`config.mk`:
```
export PLATFORM = sky130hd
export DESIGN_NAME = sap_run_ctrl
export DESIGN_NICKNAME = d
export VERILOG_FILES = /design/src/rtl/sap_run_ctrl.sv
export SDC_FILE = /design/constraint.sdc
export NUM_CORES = 1
export LEC_CHECK = 0
export BUFFER_PORTS_ARGS = -buffer_cell sky130_fd_sc_hd__buf_2
export CORE_MARGIN = 1
export CORE_UTILIZATION = 56
export CTS_CLUSTER_SIZE = 28
export DETAILED_ROUTE_END_ITERATION = 16
export GPL_TIMING_DRIVEN = 0
export HOLD_SLACK_MARGIN = 0.1
export PLACE_DENSITY = 0.83
export SLEW_MARGIN = 0
export SYNTH_ARGS = -nofsm -noshare
export SYNTH_HDL_FRONTEND = slang
export SYNTH_SLANG_ARGS = --single-unit
export TNS_END_PERCENT = 1
```
`constraint.sdc`:
```
create_clock -name clk -period 1.3 [get_ports clk]
set_input_delay 0.13 -clock clk [delete_from_list [all_inputs] [get_ports clk]]
set_output_delay 0.13 -clock clk [all_outputs]
set_load 0.02 [all_outputs]
```
`src/rtl/sap_run_ctrl.sv`:
```
// Run/halt/single-step controller feeding the CPU clock gate.
// Merges HLT decode with debounced run/step/halt buttons.
module sap_run_ctrl #(
  parameter int DEBOUNCE_CYCLES = 16,
  parameter int STEP_CYCLES     = 1,
  parameter bit START_HALTED    = 1'b0
) (
  input  logic       clk,
  input  logic       rst,
  input  logic       hlt_instr,
  input  logic       run_btn,
  input  logic       step_btn,
  input  logic       halt_btn,
  output logic       hlt,
  output logic       running,
  output logic       stepping,
  output logic [1:0] halt_cause
);

  localparam int CW =
    (DEBOUNCE_CYCLES > 1) ? $clog2(DEBOUNCE_CYCLES) : 1;
  localparam int SW =
    (STEP_CYCLES > 1) ? $clog2(STEP_CYCLES) : 1;
  localparam logic [CW-1:0] DB_LAST =
    CW'(DEBOUNCE_CYCLES - 1);
  localparam logic [SW-1:0] STEP_LAST =
    SW'(STEP_CYCLES - 1);

  localparam logic [1:0] CAUSE_RST   = 2'b00;
  localparam logic [1:0] CAUSE_INSTR = 2'b01;
  localparam logic [1:0] CAUSE_BTN   = 2'b10;
  localparam logic [1:0] CAUSE_DONE  = 2'b11;

  typedef enum logic [1:0] {
    RUN    = 2'd0,
    HALTED = 2'd1,
    STEP   = 2'd2
  } state_t;

  localparam state_t RST_STATE =
    START_HALTED ? HALTED : RUN;

  // Bit order for all button vectors: {halt, step, run}
  logic [2:0]    btn_raw;
  logic [2:0]    sync1;
  logic [2:0]    sync2;
  logic [2:0]    stable;
  logic [2:0]    stable_q;
  logic [2:0]    press;
  logic [CW-1:0] db_cnt [3];

  logic          hlt_instr_q;
  logic          hlt_ev;
  logic          run_p;
  logic          step_p;
  logic          halt_p;

  state_t        state;
  logic [SW-1:0] step_cnt;

  assign btn_raw = {halt_btn, step_btn, run_btn};

  always_ff @(posedge clk or posedge rst) begin
    if (rst) begin
      sync1    <= '0;
      sync2    <= '0;
      stable   <= '0;
      stable_q <= '0;
      for (int i = 0; i < 3; i++) begin
        db_cnt[i] <= '0;
      end
    end else begin
      sync1    <= btn_raw;
      sync2    <= sync1;
      stable_q <= stable;
      for (int i = 0; i < 3; i++) begin
        if (sync2[i] == stable[i]) begin
          db_cnt[i] <= '0;
        end else if (db_cnt[i] == DB_LAST) begin
          stable[i] <= sync2[i];
          db_cnt[i] <= '0;
        end else begin
          db_cnt[i] <= db_cnt[i] + CW'(1);
        end
      end
    end
  end

  assign press  = stable & ~stable_q;
  assign run_p  = press[0];
  assign step_p = press[1];
  assign halt_p = press[2];

  // Edge only: a held HLT must not re-halt after resume
  assign hlt_ev = hlt_instr & ~hlt_instr_q;

  always_ff @(posedge clk or posedge rst) begin
    if (rst) begin
      state       <= RST_STATE;
      hlt         <= START_HALTED;
      running     <= ~START_HALTED;
      stepping    <= 1'b0;
      halt_cause  <= CAUSE_RST;
      step_cnt    <= '0;
      hlt_instr_q <= 1'b0;
    end else begin
      hlt_instr_q <= hlt_instr;
      case (state)
        RUN: begin
          if (halt_p || hlt_ev) begin
            state      <= HALTED;
            hlt        <= 1'b1;
            running    <= 1'b0;
            halt_cause <= halt_p ? CAUSE_BTN
                                 : CAUSE_INSTR;
          end
        end
        HALTED: begin
          if (step_p) begin
            state    <= STEP;
            hlt      <= 1'b0;
            stepping <= 1'b1;
            step_cnt <= '0;
          end else if (run_p) begin
            state   <= RUN;
            hlt     <= 1'b0;
            running <= 1'b1;
          end
        end
        STEP: begin
          if (halt_p || hlt_ev ||
              step_cnt == STEP_LAST) begin
            state    <= HALTED;
            hlt      <= 1'b1;
            stepping <= 1'b0;
            if (halt_p) begin
              halt_cause <= CAUSE_BTN;
            end else if (hlt_ev) begin
              halt_cause <= CAUSE_INSTR;
            end else begin
              halt_cause <= CAUSE_DONE;
            end
          end else begin
            step_cnt <= step_cnt + SW'(1);
          end
        end
        default: begin
          state    <= RST_STATE;
          hlt      <= START_HALTED;
          running  <= ~START_HALTED;
          stepping <= 1'b0;
        end
      endcase
    end
  end

endmodule

```
# == Word level (Yosys, flattened, before mapping) ==
# Index checks and enable logic that the tools add are counted.
# classes
add_sub_neg,4
eq_ne,15
mux,32
bitwise,10
n_reduce_logical,13
# op_table
cell,n
2-to-1 mux 4 bit,6
2-to-1 mux 2 bit,9
adder 4 x 1 -> 4 bit (second input constant),3
equality test 4 bit (second input constant),3
!= test 2 bit (second input constant),6
AND reduction 3 bit,4
2-to-1 mux 1 bit,11
one-hot mux 1 bit (3 select lines),3
NOT 1 bit,7
one-hot mux 2 bit (3 select lines),1
AND reduction 2 bit,3
one-hot mux 2 bit (2 select lines),1
AND reduction 4 bit,1
nonzero test 2 bit,2
AND 3 bit,1
equality test 1 bit,3
!= test 3 bit (second input constant),1
NOT 3 bit,1
equality test 2 x 1 -> 1 bit (second input constant),1
equality test 2 bit (second input constant),1
logical NOT 2 bit,1
logical OR 1 bit,2
one-hot mux 1 bit (2 select lines),1
adder 1 bit (second input constant),1
AND 1 bit,1
# totals
ff_bits,33
output_inout_bits,5
word_cells,90

# == Logic depth before layout (Yosys ltp) ==
# logic_depth
ltp_word,6
depth_mapped,4
depth_no_buf,4

# == Worst setup path after synthesis ==
# OpenSTA, ideal clock, no wires.
# synth_path
path_kind,register to register
from,register db_cnt[8] in the netlist's numbering
to,register stable[0]
arrival_ps,1036
path_slack_ps,140
stages_incl_launch_ff,4
synth_period_minus_slack_ps,1160
cell_sequence,dfrtp_1 ha_1 nand3_1 mux2_2
# synth_via
elab_chain_cells,2
# synth_lines
item,line_no,text
"start, declared",50,logic [CW-1:0] db_cnt [3];
"start signal, assigned by index",83,db_cnt[i] <= db_cnt[i] + CW'(1);
equality test 4 bit,79,end else if (db_cnt[i] == DB_LAST) begin
AND reduction 2 bit (no line),--,
"end signal, assigned by index",80,stable[i] <= sync2[i];
"end, declared",47,logic [2:0] stable;
# Every way passes these cells.
# A chain may end at the register's enable or synchronous reset.

# == Worst setup path after layout ==
# layout_path
from,register db_cnt[4] in the netlist's numbering
to,register stable[1]
# The elaborated chain is that of the path after synthesis.

==> impl_metrics.toml <==
[critical_path]
regToRegSetupSlack_ps = 60
critPathCaptureType = "flip-flop"
required_ps = 1510
timing.rr.start = "db_cnt[4]$_DFF_PP0_"
max_stage_delay_ps = 420
cp_top_family = "flip-flops"
cp_num_buf_inv = 0
cp.arrival_ps = 1440
crit_type = "flip-flop to flip-flop"
crit_slowest_cell = "dfrtp_1"
path_cells = "ha_1 -> nand3_1 -> mux2_2"
cp_max_fo = 4
cp-start-kind = "flip-flop"
timing.rr.end = "stable[1]$_DFFE_PP0P_"
ff2ff_path_depth = 3

[routing]
routed_wl_mm = 1.83
vias = 796
postRouteAntennaNets = 0
wl_per_cell_um = 12.6
remaining_drc_errors = 0
drt_iter0_drc = 12
dr.pass1.iters = 4
avgViaCountPerCell = 5.45

[clock_network]
clkSlewWorstSetupHoldPaths_ps = 90
cts_buffer_depth = 2
cts-root-buf = "clkbuf_4"
cts_buffers = 5
clk_latency_ps = 320
cts_setup_buffers = 0
cts_tree = "done"
cts.sinks = 32
h-tree-depth = 2

[sta]
setup_tns_ps = 0
finalHoldViolations = 0
maxSlewHeadroom = 0.240
grt_setup_unrepaired = "false"
max_freq_ghz = 0.809
finalCriticalPeriod_ps = 1240
maxSlewViolCount = 0
setup_viol = 0
finalCritPeriodShare = 0.951
fin_worst_skew_ps = 10.7
tightest_slew_ps = 1140

[run_status]
status = "complete, no violations"

[cells_and_area]
insertedDiodeCount = 0
mostFrequentLayoutCells = "dfrtp_1, buf_2, a21oi_1, xnor2_1, nor2_1"
final_common_cell = "dfrtp_1"
final_core_util = 0.675
fin_nets = 126
nFillCells = 157
drive_gt1_frac = 0.254
area_growth_pct = 14.2

[global_route]
grt_antenna_before_repair = 0
grt_usage = 0.183
grt-ovfl-total = 0
grt_pass1_vias = 755
grt_max_degree = 33
grt_pass1_wl_mm = 3.23

[synthesis]
syn_nets = 105
ys_ff_latch = 32
yosys_warnings = 0
synth-edff-count = 0
synth_area_leaders = "dfrtp_1, xnor2_1, ha_1"
synthFlopType = "dfrtp_1"
synth_seq_area_share = 0.619
synthCells = 96
syn-cell-area_mm2 = 0.00129
synth_top_area_frac = 0.599
postSynthAreaPerCell_um2 = 13.5
async_reset_ff_frac = 1.00
synth_cell_types = 32
synth_top_area_cell = "dfrtp_1"

[floorplanning]
fp.dieW_um = 50.1
dieArea_mm2 = 0.00251
ioPinCount = 11
core_area_mm2 = 0.00219
die_h_um = 50.1
initial_core_util = 0.591
std_cell_rows = 17

[placement]
dp_hpwl_mm = 1.22
gp_congestion = 0.770
port_buffers = 10

[pwr]
fin_total_pwr_mw = 1.85
p_leak_nw = 0.681
power_density_mw_per_mm2 = 1250
ir_worst_vdd_mv = 0.815

[min_path]
hp-class = "input port to asynchronous set/reset pin"

[flow_run]
cap_violations = 0
[kinds of logic after synthesis]
group / Yosys count / synth area share
AOI/OAI and AO/OA: 22 / 0.131
muxes: 3 / 0.0261
and+or+nand+nor: 27 / 0.139
buffers and inverters: 3 / 0.0145
xor gates and xnor gates: 6 / 0.0406
adders and majority gates: 3 / 0.0290
DFF: 32 / 0.619
[cell type report]
cell class	instances	area (um2)	area share
inverter	2	7.51	0.00508
clock buffer	8	58.8	0.0398
timing repair buffer	14	90.1	0.0609
buffer	1	11.3	0.00761
multi-input combinational	61	474	0.321
sequential	32	802	0.542
tap	28	35.0	0.0237
[worst max path at each step]
stage                              from                    end  slack [ps]  cells past startpoint
global placement    db_cnt[8]$_DFF_PP0_  stable[0]$_DFFE_PP0P_         100                      3
global route        db_cnt[4]$_DFF_PP0_  stable[1]$_DFFE_PP0P_           9                      3
CTS                 db_cnt[4]$_DFF_PP0_  stable[1]$_DFFE_PP0P_          60                      3
detailed placement  db_cnt[4]$_DFF_PP0_  stable[1]$_DFFE_PP0P_          90                      3
floorplan           db_cnt[8]$_DFF_PP0_  stable[0]$_DFFE_PP0P_         140                      3
finish              db_cnt[4]$_DFF_PP0_  stable[1]$_DFFE_PP0P_          60                      3
[sequential cells by signal, indices dropped and copies added, names as in the netlist, 2 cells and up]
register    cells
stable          3
db_cnt         12
sync1           3
state           2
stable_q        3
halt_cause      2
sync2           3
[cells in the mapped netlist, drive strengths merged (2+ instances only)]
cell type,number
xnor2,6
a21o,2
o32ai,2
ha,3
inv,2
nand2b,5
nor2,6
a31oi,2
o21ai,2
a211oi,2
nand3,3
nor2b,5
nand2,2
a311oi,3
mux2,3
nor3b,3
a21oi,6
dfrtp,31
[timing repair]
action	in CTS	in global routing
hold buffers	4	0
setup endpoints to repair	0	0
resized for setup	0	0
endpoints found under the hold margin	4	0
[worst register-to-register path, stage by stage (launching register included)]
cell     delay, ps
dfrtp_1        420
ha_1           270
nand3_1        110
mux2_2         330
[metrics by stage]
stage                     instance area, um2  hold WS [ps]  worst slack [ps]  cells
after global routing                    1480           181              8.98    146
after global placement                  1380           239               103    134
after floorplan                         1290           161               140     96
after detailed placement                1380           239              85.3    134
final                                   1480          82.3              63.2    146
after CTS                               1480           112              64.4    146
[per-layer routing]
| metal | vias up | part of all wire | GRT usage | wire [um] |
|---|---|---|---|---|
| met5 | - | 0 | 0 | 0 |
| met2 | 17 | 0.46 | 0.262 | 837 |
| li1 | 384 | - | - | - |
| met3 | 7 | 0.050 | 0.0833 | 91 |
| met1 | 388 | 0.47 | 0.229 | 871 |
| met4 | 0 | 0.018 | 0.100 | 33 |
[where the power goes]
part | internal [mW] | switching, mW
Combinational | 0.0850 | 0.101
Sequential | 1.06 | 0.0425
Clock | 0.267 | 0.300
Note: power is estimated with default switching activity, not from simulation.
